--- src/rtl/key_switch_debouncer.sv ---
// Push-button and slide-switch conditioner: two-flop sync, per-bit
// stability counter, press pulses and sticky press events.
module key_switch_debouncer #(
  parameter int DEBOUNCE_CYCLES = 500000,
  parameter int N_KEY           = 4,
  parameter int N_SW            = 10
) (
  input  logic             SI_ClkIn,
  input  logic             SI_Reset_N,
  input  logic [N_KEY-1:0] KEY_N,
  input  logic [N_SW-1:0]  SW,
  input  logic [N_KEY-1:0] evt_clear,
  output logic [N_KEY:0]   IO_PB,
  output logic [17:0]      IO_Switch,
  output logic [N_KEY-1:0] key_pulse,
  output logic [N_KEY-1:0] press_event,
  output logic             evt_valid
);

  localparam int NB = N_KEY + N_SW;
  localparam int CW = $clog2(DEBOUNCE_CYCLES + 1);
  localparam logic [CW-1:0] LAST = CW'(DEBOUNCE_CYCLES - 1);
  localparam logic [NB-1:0] SYNC_RST =
    {{N_SW{1'b0}}, {N_KEY{1'b1}}};

  logic [NB-1:0]    meta_q;
  logic [NB-1:0]    sync_q;
  logic [NB-1:0]    lvl;
  logic [NB-1:0]    stable_q;
  logic [NB-1:0]    stable_d;
  logic [NB-1:0]    accept;
  logic [CW-1:0]    cnt_q [NB];
  logic [CW-1:0]    cnt_d [NB];
  logic [N_KEY-1:0] pulse_q;
  logic [N_KEY-1:0] pulse_d;
  logic [N_KEY-1:0] event_q;
  logic [N_KEY-1:0] event_d;

  // Keys are inverted here so every bit is handled active-high below.
  assign lvl = {sync_q[NB-1:N_KEY], ~sync_q[N_KEY-1:0]};

  always_ff @(posedge SI_ClkIn or negedge SI_Reset_N) begin
    if (!SI_Reset_N) begin
      meta_q <= SYNC_RST;
      sync_q <= SYNC_RST;
    end else begin
      meta_q <= {SW, KEY_N};
      sync_q <= meta_q;
    end
  end

  always_comb begin
    stable_d = stable_q;
    accept   = '0;
    for (int i = 0; i < NB; i++) begin
      cnt_d[i] = '0;
      if (lvl[i] != stable_q[i]) begin
        if (cnt_q[i] == LAST) begin
          stable_d[i] = lvl[i];
          accept[i]   = 1'b1;
        end else begin
          cnt_d[i] = cnt_q[i] + 1'b1;
        end
      end
    end
  end

  // Set wins over clear so a press coinciding with a clear is not lost.
  assign pulse_d = accept[N_KEY-1:0] & lvl[N_KEY-1:0];
  assign event_d = (event_q & ~evt_clear) | pulse_d;

  always_ff @(posedge SI_ClkIn or negedge SI_Reset_N) begin
    if (!SI_Reset_N) begin
      stable_q <= '0;
      pulse_q  <= '0;
      event_q  <= '0;
      for (int i = 0; i < NB; i++) cnt_q[i] <= '0;
    end else begin
      stable_q <= stable_d;
      pulse_q  <= pulse_d;
      event_q  <= event_d;
      for (int i = 0; i < NB; i++) cnt_q[i] <= cnt_d[i];
    end
  end

  assign IO_PB       = {1'b0, stable_q[N_KEY-1:0]};
  assign IO_Switch   = 18'(stable_q[NB-1:N_KEY]);
  assign key_pulse   = pulse_q;
  assign press_event = event_q;
  assign evt_valid   = |event_q;

endmodule

--- config.mk ---
export PLATFORM = sky130hd
export DESIGN_NAME = key_switch_debouncer
export DESIGN_NICKNAME = d
export VERILOG_FILES = /design/src/rtl/key_switch_debouncer.sv
export SDC_FILE = /design/constraint.sdc
export NUM_CORES = 1
export LEC_CHECK = 0
export ABC_AREA = 1
export BUFFER_PORTS_ARGS = -buffer_cell sky130_fd_sc_hd__clkbuf_2
export CORE_ASPECT_RATIO = 0.5
export CORE_MARGIN = 3
export CORE_UTILIZATION = 44
export CTS_CLUSTER_DIAMETER = 60
export DETAILED_ROUTE_END_ITERATION = 12
export GPL_TIMING_DRIVEN = 0
export SYNTH_ARGS = -nofsm -noshare
export SYNTH_HDL_FRONTEND = slang
export SYNTH_SLANG_ARGS = --single-unit
export TNS_END_PERCENT = 20
--- constraint.sdc ---
create_clock -name SI_ClkIn -period 2.7 [get_ports SI_ClkIn]
set_clock_uncertainty 0.15 [all_clocks]
set_input_delay 0.27 -clock SI_ClkIn [delete_from_list [all_inputs] [get_ports SI_ClkIn]]
set_output_delay 0.27 -clock SI_ClkIn [all_outputs]
set_load 0.01 [all_outputs]
==> out/qor.yml, run 1 <==
firstDrtPassIters: 5
vdd_drop_max_v: 0.000362
numPortBuffers: 42
powerDensity_nw_per_um2: 498
netlist_instances: 2273
ioPinCount: 52
vias: 13674
dp.cells: 2846
finalInstanceArea_um2: 19500
cp_max_fo: 2
worstHoldPathType: "in -> async"
grt_use_total_pct: 16.4
core_um2: 38000
post_drt_wl_per_cell_um: 11.5
met1_usage_pct: 24.1
n_antenna_cell: 0
htree_num_levels: 1
busiest_layer: "met2"
grt_pass1_vias: 12804
stdcell_count: 2921
gp_congestion: 0.838
fin_ws_ns: 0.877
period_share_pct: 67.5
grt_setup_unrepaired: "no"
whs_ns: 0.0761
cp-end-kind: "output port"
ctsRootBufferMaster: "clkbuf_16"
multiInputGateArea_um2: 8300
use_met3_pct: 2.73
cp_slowest_stage_delay_ns: 0.38
cts_tree: "yes"
required_ns: 2.28
slew_headroom_pct: 63.6
nNetsFinal: 2411
drive_gt1_share_pct: 11.7
cp_slowest_cell: "dfrtp_1"
hpwlAfterDp_um: 24200
cts_buffers: 30
p_leak_nw: 8.35
syn_avg_cell_area_um2: 7.60
final_core_util_pct: 51.3
tightest_slew_ns: 0.543
cts_resized: 0
routed_wl_um: 33600
setup_viol: 0
setup_tns_ns: 0
rows: 50
finalHoldViolCount: 0
drt_iter0_drc: 835
cts_hold_buf: 19
cts_sinks: 316
area_growth_syn_to_layout_pct: 12.9
drc: 0
slew_violations: 0
vias_per_cell: 4.68
pre_cts_ws_ns: 0.936
ant_nets: 0
cap_violations: 0
critPathTopFamily: "flip-flops"
grt_max_degree: 112
grt_overflow: 0
grtUsageMet2_pct: 26.1
synth_cell_type_count: 36
antenna_found_initial: 0
regArea_um2: 7920
total_power_mw: 9.72
clk_pin_slew_ns: 0.07
dieWidth_um: 286
yosys_warnings: 0
crit_arrival_ns: 1.40
crit_chain: "inv_1, nand4_1, clkbuf_2"
start_util_pct: 45.4
seq_area_frac_synth_pct: 45.9
fmax_mhz: 549
die_y_um: 146
ys_seq_elements: 316
clk_latency_ns: 0.58
fillers: 3719
fin_crit_ns: 1.82
cp.buffers_inverters: 2
dpl_cell_area_um2: 18200
criticalPathCategory: "reg -> out"
cp-start-kind: "register"
clk_path_buf_depth: 3
cts_setup_buffers: 0
dieArea_um2: 41800
synthesis.area_um2: 17300
grt_pass1_wl_um: 59700
outcome: "completed"
-- per-layer routing --
| layer | vias up | wire length [um] |
|---|---|---|
| li1 | 7253 | - |
| met1 | 6256 | 17500 |
| met2 | 134 | 14800 |
| met3 | 31 | 1020 |
| met4 | 0 | 426 |
| met5 | - | 0 |
-- state kept, by name, indices dropped and copies added (netlist names) --
signal       count
sync_q          14
cnt_q          266
meta_q          14
stable_q        14
key_pulse        4
press_event      4
-- cells by family (layout without fill, tap and decap cells) --
kind of cell             after synthesis  count (layout)  share of synthesized area [%]
AO/OA/AOI/OAI                        111             111                           3.46
XOR/XNOR                             130             130                           6.94
adder cells (fa/ha/maj)               14              14                           1.01
buffers and inverters                271             391                           6.22
flip-flops                           316             316                           45.9
other                                  1               9                         0.0217
AND/OR/NAND/NOR                     1430            1430                           36.5
-- synth_stat cells --
cell      number  area share (%)
nor2_1       629              14
nand2_1      408             8.9
dfrtp_1      308              45
inv_1        237             5.2
nand3_1      192             5.6
xor2_1        82             4.2
nor2_2        50             1.8
nand2_2       49             1.8
a21oi_1       47             1.4
xnor2_1       40             2.0
o21ai_0       32            0.93
nor2_4        26             1.7
nand4_1       23            0.83
ha_1          14             1.0
inv_2         14            0.30
nor3b_1       14            0.61
buf_4         13            0.57
o21ai_1       11            0.32
and2_1        10            0.36
nor3_1        10            0.29
o22ai_1       10            0.36
dfstp_2        8             1.2
nand3_2        7            0.41
buf_2          6            0.17
nand3b_1       6            0.26
xor2_2         6            0.57
o21a_1         4            0.17
o21bai_1       4            0.17
nand2_4        3            0.20
a21oi_2        2            0.10
and3_1         2           0.072
xnor2_2        2            0.19
a31oi_1        1           0.036
clkinv_1       1           0.022
conb_1         1           0.022
nor3_2         1           0.058
-- where the power goes --
part	switching, mW	total (mW)	internal, mW
registers	0.0478	4.86	4.81
logic	0.240	0.354	0.114
clock network	1.85	4.51	2.65
-- worst reg2reg max path, cell delays in order (launching register included) --
cell	delay (ns)
dfstp_2	0.54
nor2_1	0.06
nor2_2	0.40
inv_1	0.23
nand2_2	0.19
nor2_1	0.06
-- final cells by class --
| cell class | instances | area share, % |
|---|---|---|
| tap | 520 | 3.34 |
| buffer | 19 | 0.655 |
| clock buffer | 46 | 4.57 |
| multi-input combinational | 1694 | 42.6 |
| sequential | 316 | 40.6 |
| inverter | 252 | 4.85 |
| clock inverter | 10 | 0.866 |
| timing repair buffer | 64 | 2.52 |
-- worst paths after layout --
path,slack [ns],from,to,cells past startpoint
worst max-delay path,0.88,press_event[1],evt_valid,3
worst min-delay path,0.08,SI_Reset_N,cnt_q[87],2
worst max register to register,0.96,sync_q[2],cnt_q[214],5
worst min register to register,0.20,meta_q[5],sync_q[5],0
max in group asynchronous,1.09,SI_Reset_N,cnt_q[99],4
min in group SI_ClkIn,0.17,KEY_N[0],meta_q[0],2
-- placed cells by master, fill, tap and decap left out, types with 7 or more instances in the layout --
cell type	n
nor2_2	50
nand2_2	49
clkbuf_1	8
and2_1	10
xor2_1	82
a21oi_1	47
o21ai_0	32
ha_1	14
nor2_1	629
nor3b_1	14
nand3_1	192
xnor2_1	40
dlygate4sd3_1	19
clkbuf_16	30
o21ai_1	11
nor2_4	26
dfstp_2	8
o22ai_1	10
buf_4	13
nand4_1	23
dfrtp_1	308
inv_1	237
inv_2	14
nor3_1	10
conb_1	9
clkbuf_8	9
nand3_2	7
nand2_1	408
clkbuf_2	41
Note: power is estimated with default switching activity, not from simulation.
==> run 2: changes to the inputs <==
--- a/config.mk
+++ b/config.mk
@@ -5,7 +5,7 @@
 export SDC_FILE = /design/constraint.sdc
 export NUM_CORES = 1
 export LEC_CHECK = 0
-export ABC_AREA = 1
+export ABC_AREA = 0
 export BUFFER_PORTS_ARGS = -buffer_cell sky130_fd_sc_hd__clkbuf_2
 export CORE_ASPECT_RATIO = 0.5
 export CORE_MARGIN = 3
==> constraint.sdc (replaced) <==
create_clock -name SI_ClkIn -period 1.65 [get_ports SI_ClkIn]
set_clock_uncertainty 0.15 [all_clocks]
set_input_delay 0.165 -clock SI_ClkIn [delete_from_list [all_inputs] [get_ports SI_ClkIn]]
set_output_delay 0.165 -clock SI_ClkIn [all_outputs]
set_load 0.01 [all_outputs]
==> run 2 against run 1 <==
The run now ends with negative hold slack, negative setup slack left. Final cell count fell by 26%. Register-to-register slack got worse by 1.5 ns. Wire length fell by 5.8%. Area after synthesis fell by 13%. Clock power rose by 54%. First-iteration DRC count fell by 26%.
==> out/qor.yml, run 2 <==
outcome: "finished, violations left"
violations: "negative hold slack, negative setup slack"
fin_crit_ns: 2.17
setup_viol: 272
required_ns: 1.93
synthTopCellsByCount: "dfrtp_1 (308), nor2_1 (214), xnor2_1 (111)"
nNetsFinal: 1727
ctsRootBufferMaster: "clkbuf_16"
yosys_warnings: 0
crit_arrival_ns: 2.45
grt_pass1_vias: 11331
largest_register: "cnt_q"
routed_wl_um: 31700
tightest_slew_ns: 0.530
stdcell_count: 2153
yosysMostFrequentCell: "dfrtp_1"
clk_path_buf_depth: 3
grt_setup_unrepaired: "yes"
cp-start-kind: "register"
final_cell_mix: "dfrtp_1 (259), nor2_1 (160), xnor2_1 (111), buf_4 (105), xor2_1 (78)"
firstDrtPassIters: 5
grt_overflow: 0
htree_num_levels: 1
setup_tns_ns: -70.61
worstHoldPathType: "in -> async"
cap_violations: 0
core_um2: 33400
finalHoldViolCount: 206
syn_avg_cell_area_um2: 10.2
numPortBuffers: 42
post_drt_wl_per_cell_um: 14.7
ioPinCount: 52
powerDensity_nw_per_um2: 820
r2r_cells: 5
cp-end-kind: "register"
synth_top_area_share_pct: 51.2
hpwlAfterDp_um: 19300
grt_pass1_wl_um: 52900
yosysTopAreaCell: "dfrtp_1"
p_leak_nw: 7.59
clk_latency_ns: 0.55
clk_pin_slew_ns: 0.06
dp.cells: 1975
grt_use_total_pct: 16.9
ys.flop_type: "dfrtp_1"
synth_cell_type_count: 48
final_core_util_pct: 57.5
ys_seq_elements: 316
period_share_pct: 132
grt_max_degree: 104
area_growth_syn_to_layout_pct: 27.5
whs_ns: -0.577
n_antenna_cell: 0
drc: 0
start_util_pct: 45.1
cts_sinks: 316
layout_commonest_cell: "dfrtp_1"
ant_nets: 0
rows: 47
fin_ws_ns: -0.521
vias_per_cell: 5.39
cp_max_fo: 10
synthesis.area_um2: 15100
cts_buffers: 29
criticalPathCategory: "reg -> reg"
seq_area_frac_synth_pct: 52.5
netlist_instances: 1481
ff2ff_setup_slack_ns: -0.52
fillers: 2769
cts_tree: "yes"
drive_gt1_share_pct: 29.9
slew_violations: 0
largest_reg_flops: 266
fmax_mhz: 461
gp_congestion: 0.811
dieWidth_um: 268
ys_top_cells_by_area: "dfrtp_1 (51%), xnor2_1 (6.5%), nor2_1 (5.3%)"
slew_headroom_pct: 64.7
drt_iter0_drc: 620
vdd_drop_max_v: 0.000685
synth_enable_flop_cells: 0
antenna_found_initial: 0
synthArstFlopShare_pct: 100
dieArea_um2: 36600
die_y_um: 137
cts_hold_buf: 18
vias: 11605
run 2: cell count changes after synthesis, moves of 49 or more:
cell,delta
nand3_1,-109
nor2_1,-415
or3_1,+50
nand2_2,-49
inv_1,-196
xnor2_1,+71
nand2_1,-326
nor2_2,-50
run 2: final timing paths:
check	to	from
max in group asynchronous	cnt_q[196]	SI_Reset_N
worst max register to register	cnt_q[45]	cnt_q[50]
worst min-delay path	cnt_q[130]	SI_Reset_N
min in group SI_ClkIn	meta_q[7]	SW[3]
worst max-delay path	cnt_q[45]	cnt_q[50]
worst min register to register	sync_q[11]	meta_q[11]
run 2: repair_timing:
item,in CTS,in global routing
gates cloned,5,2
resized for setup,177,152
setup endpoints to repair,274,273
pin swaps,111,62
hold endpoints to repair,224,192
buffers inserted,50,55
run 2: worst max-delay path, cell delays in order, from the launching register on:
cell	delay, ns
dfrtp_1	0.40
or4_1	0.51
or4_4	0.56
o21ai_4	0.21
buf_6	0.17
nor2_1	0.05
run 2: layout make-up:
type	count	area, um^2	share of cell area [%]
multi-input combinational	1089	7710	40.2
clock buffer	43	878	4.57
inverter	41	154	0.801
tap	441	552	2.87
clock inverter	7	110	0.573
timing repair buffer	175	1420	7.37
sequential	316	7980	41.5
buffer	41	404	2.10
run 2: power by group:
part | switching [mW] | total, mW | internal [mW] | leakage [nW]
Clock | 2.85 | 6.96 | 4.12 | 0.492
Combinational | 0.439 | 0.779 | 0.340 | 2.87
Sequential | 0.137 | 8.01 | 7.88 | 4.23
Total | 3.42 | 15.8 | 12.3 | 7.59
run 2: kinds of logic (layout without fill, tap and decap cells):
| group | after synthesis | count (layout) | synth area share, % |
|---|---|---|---|
| flops | 316 | 316 | 52.5 |
| simple gates | 717 | 717 | 25.6 |
| fa+ha+maj | 14 | 14 | 1.16 |
| other cells | 1 | 9 | 0.0249 |
| buf+inv | 84 | 307 | 2.48 |
| mux | 11 | 11 | 0.814 |
| compound gates | 148 | 148 | 6.29 |
| xor+xnor | 190 | 190 | 11.0 |
run 2: stage by stage:
step	setup WS [ns]	total power, mW	hold WS, ns	cell area (um^2)
after floorplan	-0.491	8.39	-0.281	15100
after global routing	-0.583	16.4	-0.558	19200
final	-0.521	15.8	-0.577	19200
after global placement	-6.36	8.64	0.104	15900
after detailed placement	-0.892	8.69	0.0237	16000
after CTS	-0.525	15.9	-0.577	18300
run 2: metal layers:
layer	track usage (%)	wire (um)	share of wire, %
met5	0	0	0
met4	3.36	480	1.5
met3	2.93	944	3.0
met2	29.4	15900	50
met1	22.5	14400	45
==> run 3: changes to the inputs <==
--- a/config.mk
+++ b/config.mk
@@ -6,12 +6,12 @@
 export NUM_CORES = 1
 export LEC_CHECK = 0
 export ABC_AREA = 0
-export BUFFER_PORTS_ARGS = -buffer_cell sky130_fd_sc_hd__clkbuf_2
 export CORE_ASPECT_RATIO = 0.5
 export CORE_MARGIN = 3
 export CORE_UTILIZATION = 44
 export CTS_CLUSTER_DIAMETER = 60
 export DETAILED_ROUTE_END_ITERATION = 12
+export DONT_BUFFER_PORTS = 1
 export GPL_TIMING_DRIVEN = 0
 export SYNTH_ARGS = -nofsm -noshare
 export SYNTH_HDL_FRONTEND = slang
==> run 3 against run 2 <==
The run still ends with negative hold slack, negative setup slack left. Worst setup slack gained 0.0024 ns. Sequential cell count is the same. Via count shrank 2.1%. Non-clock buffer count shrank 46. Core utilization shrank 1.3 points. Wire length shrank 1.8%. Cell area shrank 2.2%. Die area is the same. Sequential power is essentially flat. Maximum frequency grew 0.11%. Combinational power shrank 26%. Register-to-register slack is essentially flat. Critical path type unchanged. Critical endpoint is now cnt_q[187]. Largest cell class unchanged. Highest routed layer unchanged.
==> out/qor.yml, run 3 (same netlist as run 2, synthesis figures left out) <==
die_y_um: 137
required_ns: 1.94
start_util_pct: 45.1
fmax_mhz: 461
gp_congestion: 0.826
layout_commonest_cell: "dfrtp_1"
crit_arrival_ns: 2.46
critPathTopFamily: "simple AND/OR/NAND/NOR gates"
p_leak_nw: 7.34
numPortBuffers: 0
drive_gt1_share_pct: 24.4
n_antenna_cell: 0
largest_register: "cnt_q"
routed_wl_um: 31100
dp.cells: 1930
violations: "negative hold slack, negative setup slack"
clk_path_buf_depth: 3
crit_chain: "or4bb_1, or4_4, o21ai_4, buf_6, a21oi_2"
period_share_pct: 131
grt_overflow: 0
finalHoldViolCount: 316
worstHoldPathType: "in -> async"
tightest_slew_ns: 0.835
total_power_mw: 15.8
grt_pass1_wl_um: 52500
cp_slowest_cell: "or4_4"
fillers: 2790
firstDrtPassIters: 5
vdd_drop_max_v: 0.000793
cp_slowest_stage_delay_ns: 0.57
nNetsFinal: 1682
fin_ws_ns: -0.518
cap_violations: 0
slew_headroom_pct: 44.4
htree_num_levels: 1
final_cell_mix: "dfrtp_1 (268), nor2_1 (175), xnor2_1 (110), buf_4 (91), nand2_1 (81)"
cp_max_fo: 6
clk_pin_slew_ns: 0.07
grt_max_degree: 317
outcome: "finished, violations left"
drt_iter0_drc: 615
hpwlAfterDp_um: 18600
powerDensity_nw_per_um2: 840
ant_nets: 0
cts_buffers: 30
grt_setup_unrepaired: "yes"
cp-start-kind: "register"
antenna_found_initial: 0
dieWidth_um: 268
largest_reg_flops: 266
multiInputGateArea_um2: 7550
rows: 47
area_growth_syn_to_layout_pct: 24.6
grt_pass1_vias: 11029
fin_crit_ns: 2.17
regArea_um2: 7970
setup_viol: 272
criticalPathCategory: "reg -> reg"
clk_latency_ns: 0.56
stdcell_count: 2113
cts_tree: "yes"
whs_ns: -0.851
cts_sinks: 316
grt_use_total_pct: 16.7
post_drt_wl_per_cell_um: 14.7
vias: 11367
dpl_cell_area_um2: 15700
ioPinCount: 52
slew_violations: 0
core_um2: 33400
cp.buffers_inverters: 1
drc: 0
vias_per_cell: 5.38
cts_hold_buf: 32
ctsRootBufferMaster: "clkbuf_16"
finalInstanceArea_um2: 18800
dieArea_um2: 36600
cp-end-kind: "register"
==> run 3: changes by cell type in the layout (fill, tap and decap cells not counted), sizes merged <==
cell         delta
dlygate4sd3    +14
clkbuf         -41
buf            -16
clkinvlp        +3
==> run 3: final cells by class <==
cell class | count | share of cell area (%)
repair buffers | 129 | 6.02
clock inverters | 10 | 0.746
well taps | 441 | 2.94
plain buffers | 41 | 2.07
clock buffers | 46 | 4.75
multi-input cells | 1089 | 40.2
inverters | 41 | 0.820
flip-flops and latches | 316 | 42.4
==> run 3: what timing repair did <==
action                                  CTS  global route
buffers inserted                         53            38
pin swaps                               117            47
endpoints found under the setup margin  273           275
gates cloned                              4             2
resized for setup                       169           108
hold endpoints to repair                334           316
==> run 3: metal layers <==
metal | vias up | global-route usage [%] | part of all wire, % | wire length, um
met5 | - | 0 | 0 | 0
met4 | 0 | 3.30 | 1.6 | 495
met3 | 42 | 2.89 | 2.8 | 864
met2 | 134 | 28.5 | 49 | 15100
met1 | 5611 | 22.7 | 47 | 14600
li1 | 5580 | - | - | -
==> run 3: worst paths after layout <==
check | start | end | slack (ns) | cells past startpoint
max | cnt_q[183] | cnt_q[187] | -0.52 | 5
min | SI_Reset_N | cnt_q[129] | -0.85 | 0
max reg2reg | cnt_q[183] | cnt_q[187] | -0.52 | 5
min reg2reg | meta_q[11] | sync_q[11] | 0.20 | 0
max in group asynchronous | SI_Reset_N | cnt_q[233] | 1.45 | 0
min in group SI_ClkIn | evt_clear[0] | press_event[0] | 0.17 | 3
==> run 3: power by group <==
group,internal [mW],switching (mW)
combinational,0.304,0.271
clock,4.20,2.99
sequential,7.87,0.135
total,12.4,3.39
==> run 3: worst register-to-register path: cells and delay by family (launching register included) <==
family	cells	cell delay (ns)
simple gates	2	1.08
flops	1	0.39
buf+inv	1	0.17
compound gates	2	0.26
==> run 3: metrics by stage <==
stage	hold WS, ns	setup TNS, ns	worst slack, ns	utilization (%)
final	-0.851	-71.81	-0.518	56.2
after global routing	-0.872	-93.03	-0.591	56.2
after CTS	-0.879	-72.74	-0.525	54.2
after detailed placement	-0.273	-149.68	-0.885	47.0
after global placement	-0.272	-140.39	-0.829	47.0
after floorplan	-0.281	-71.93	-0.491	-
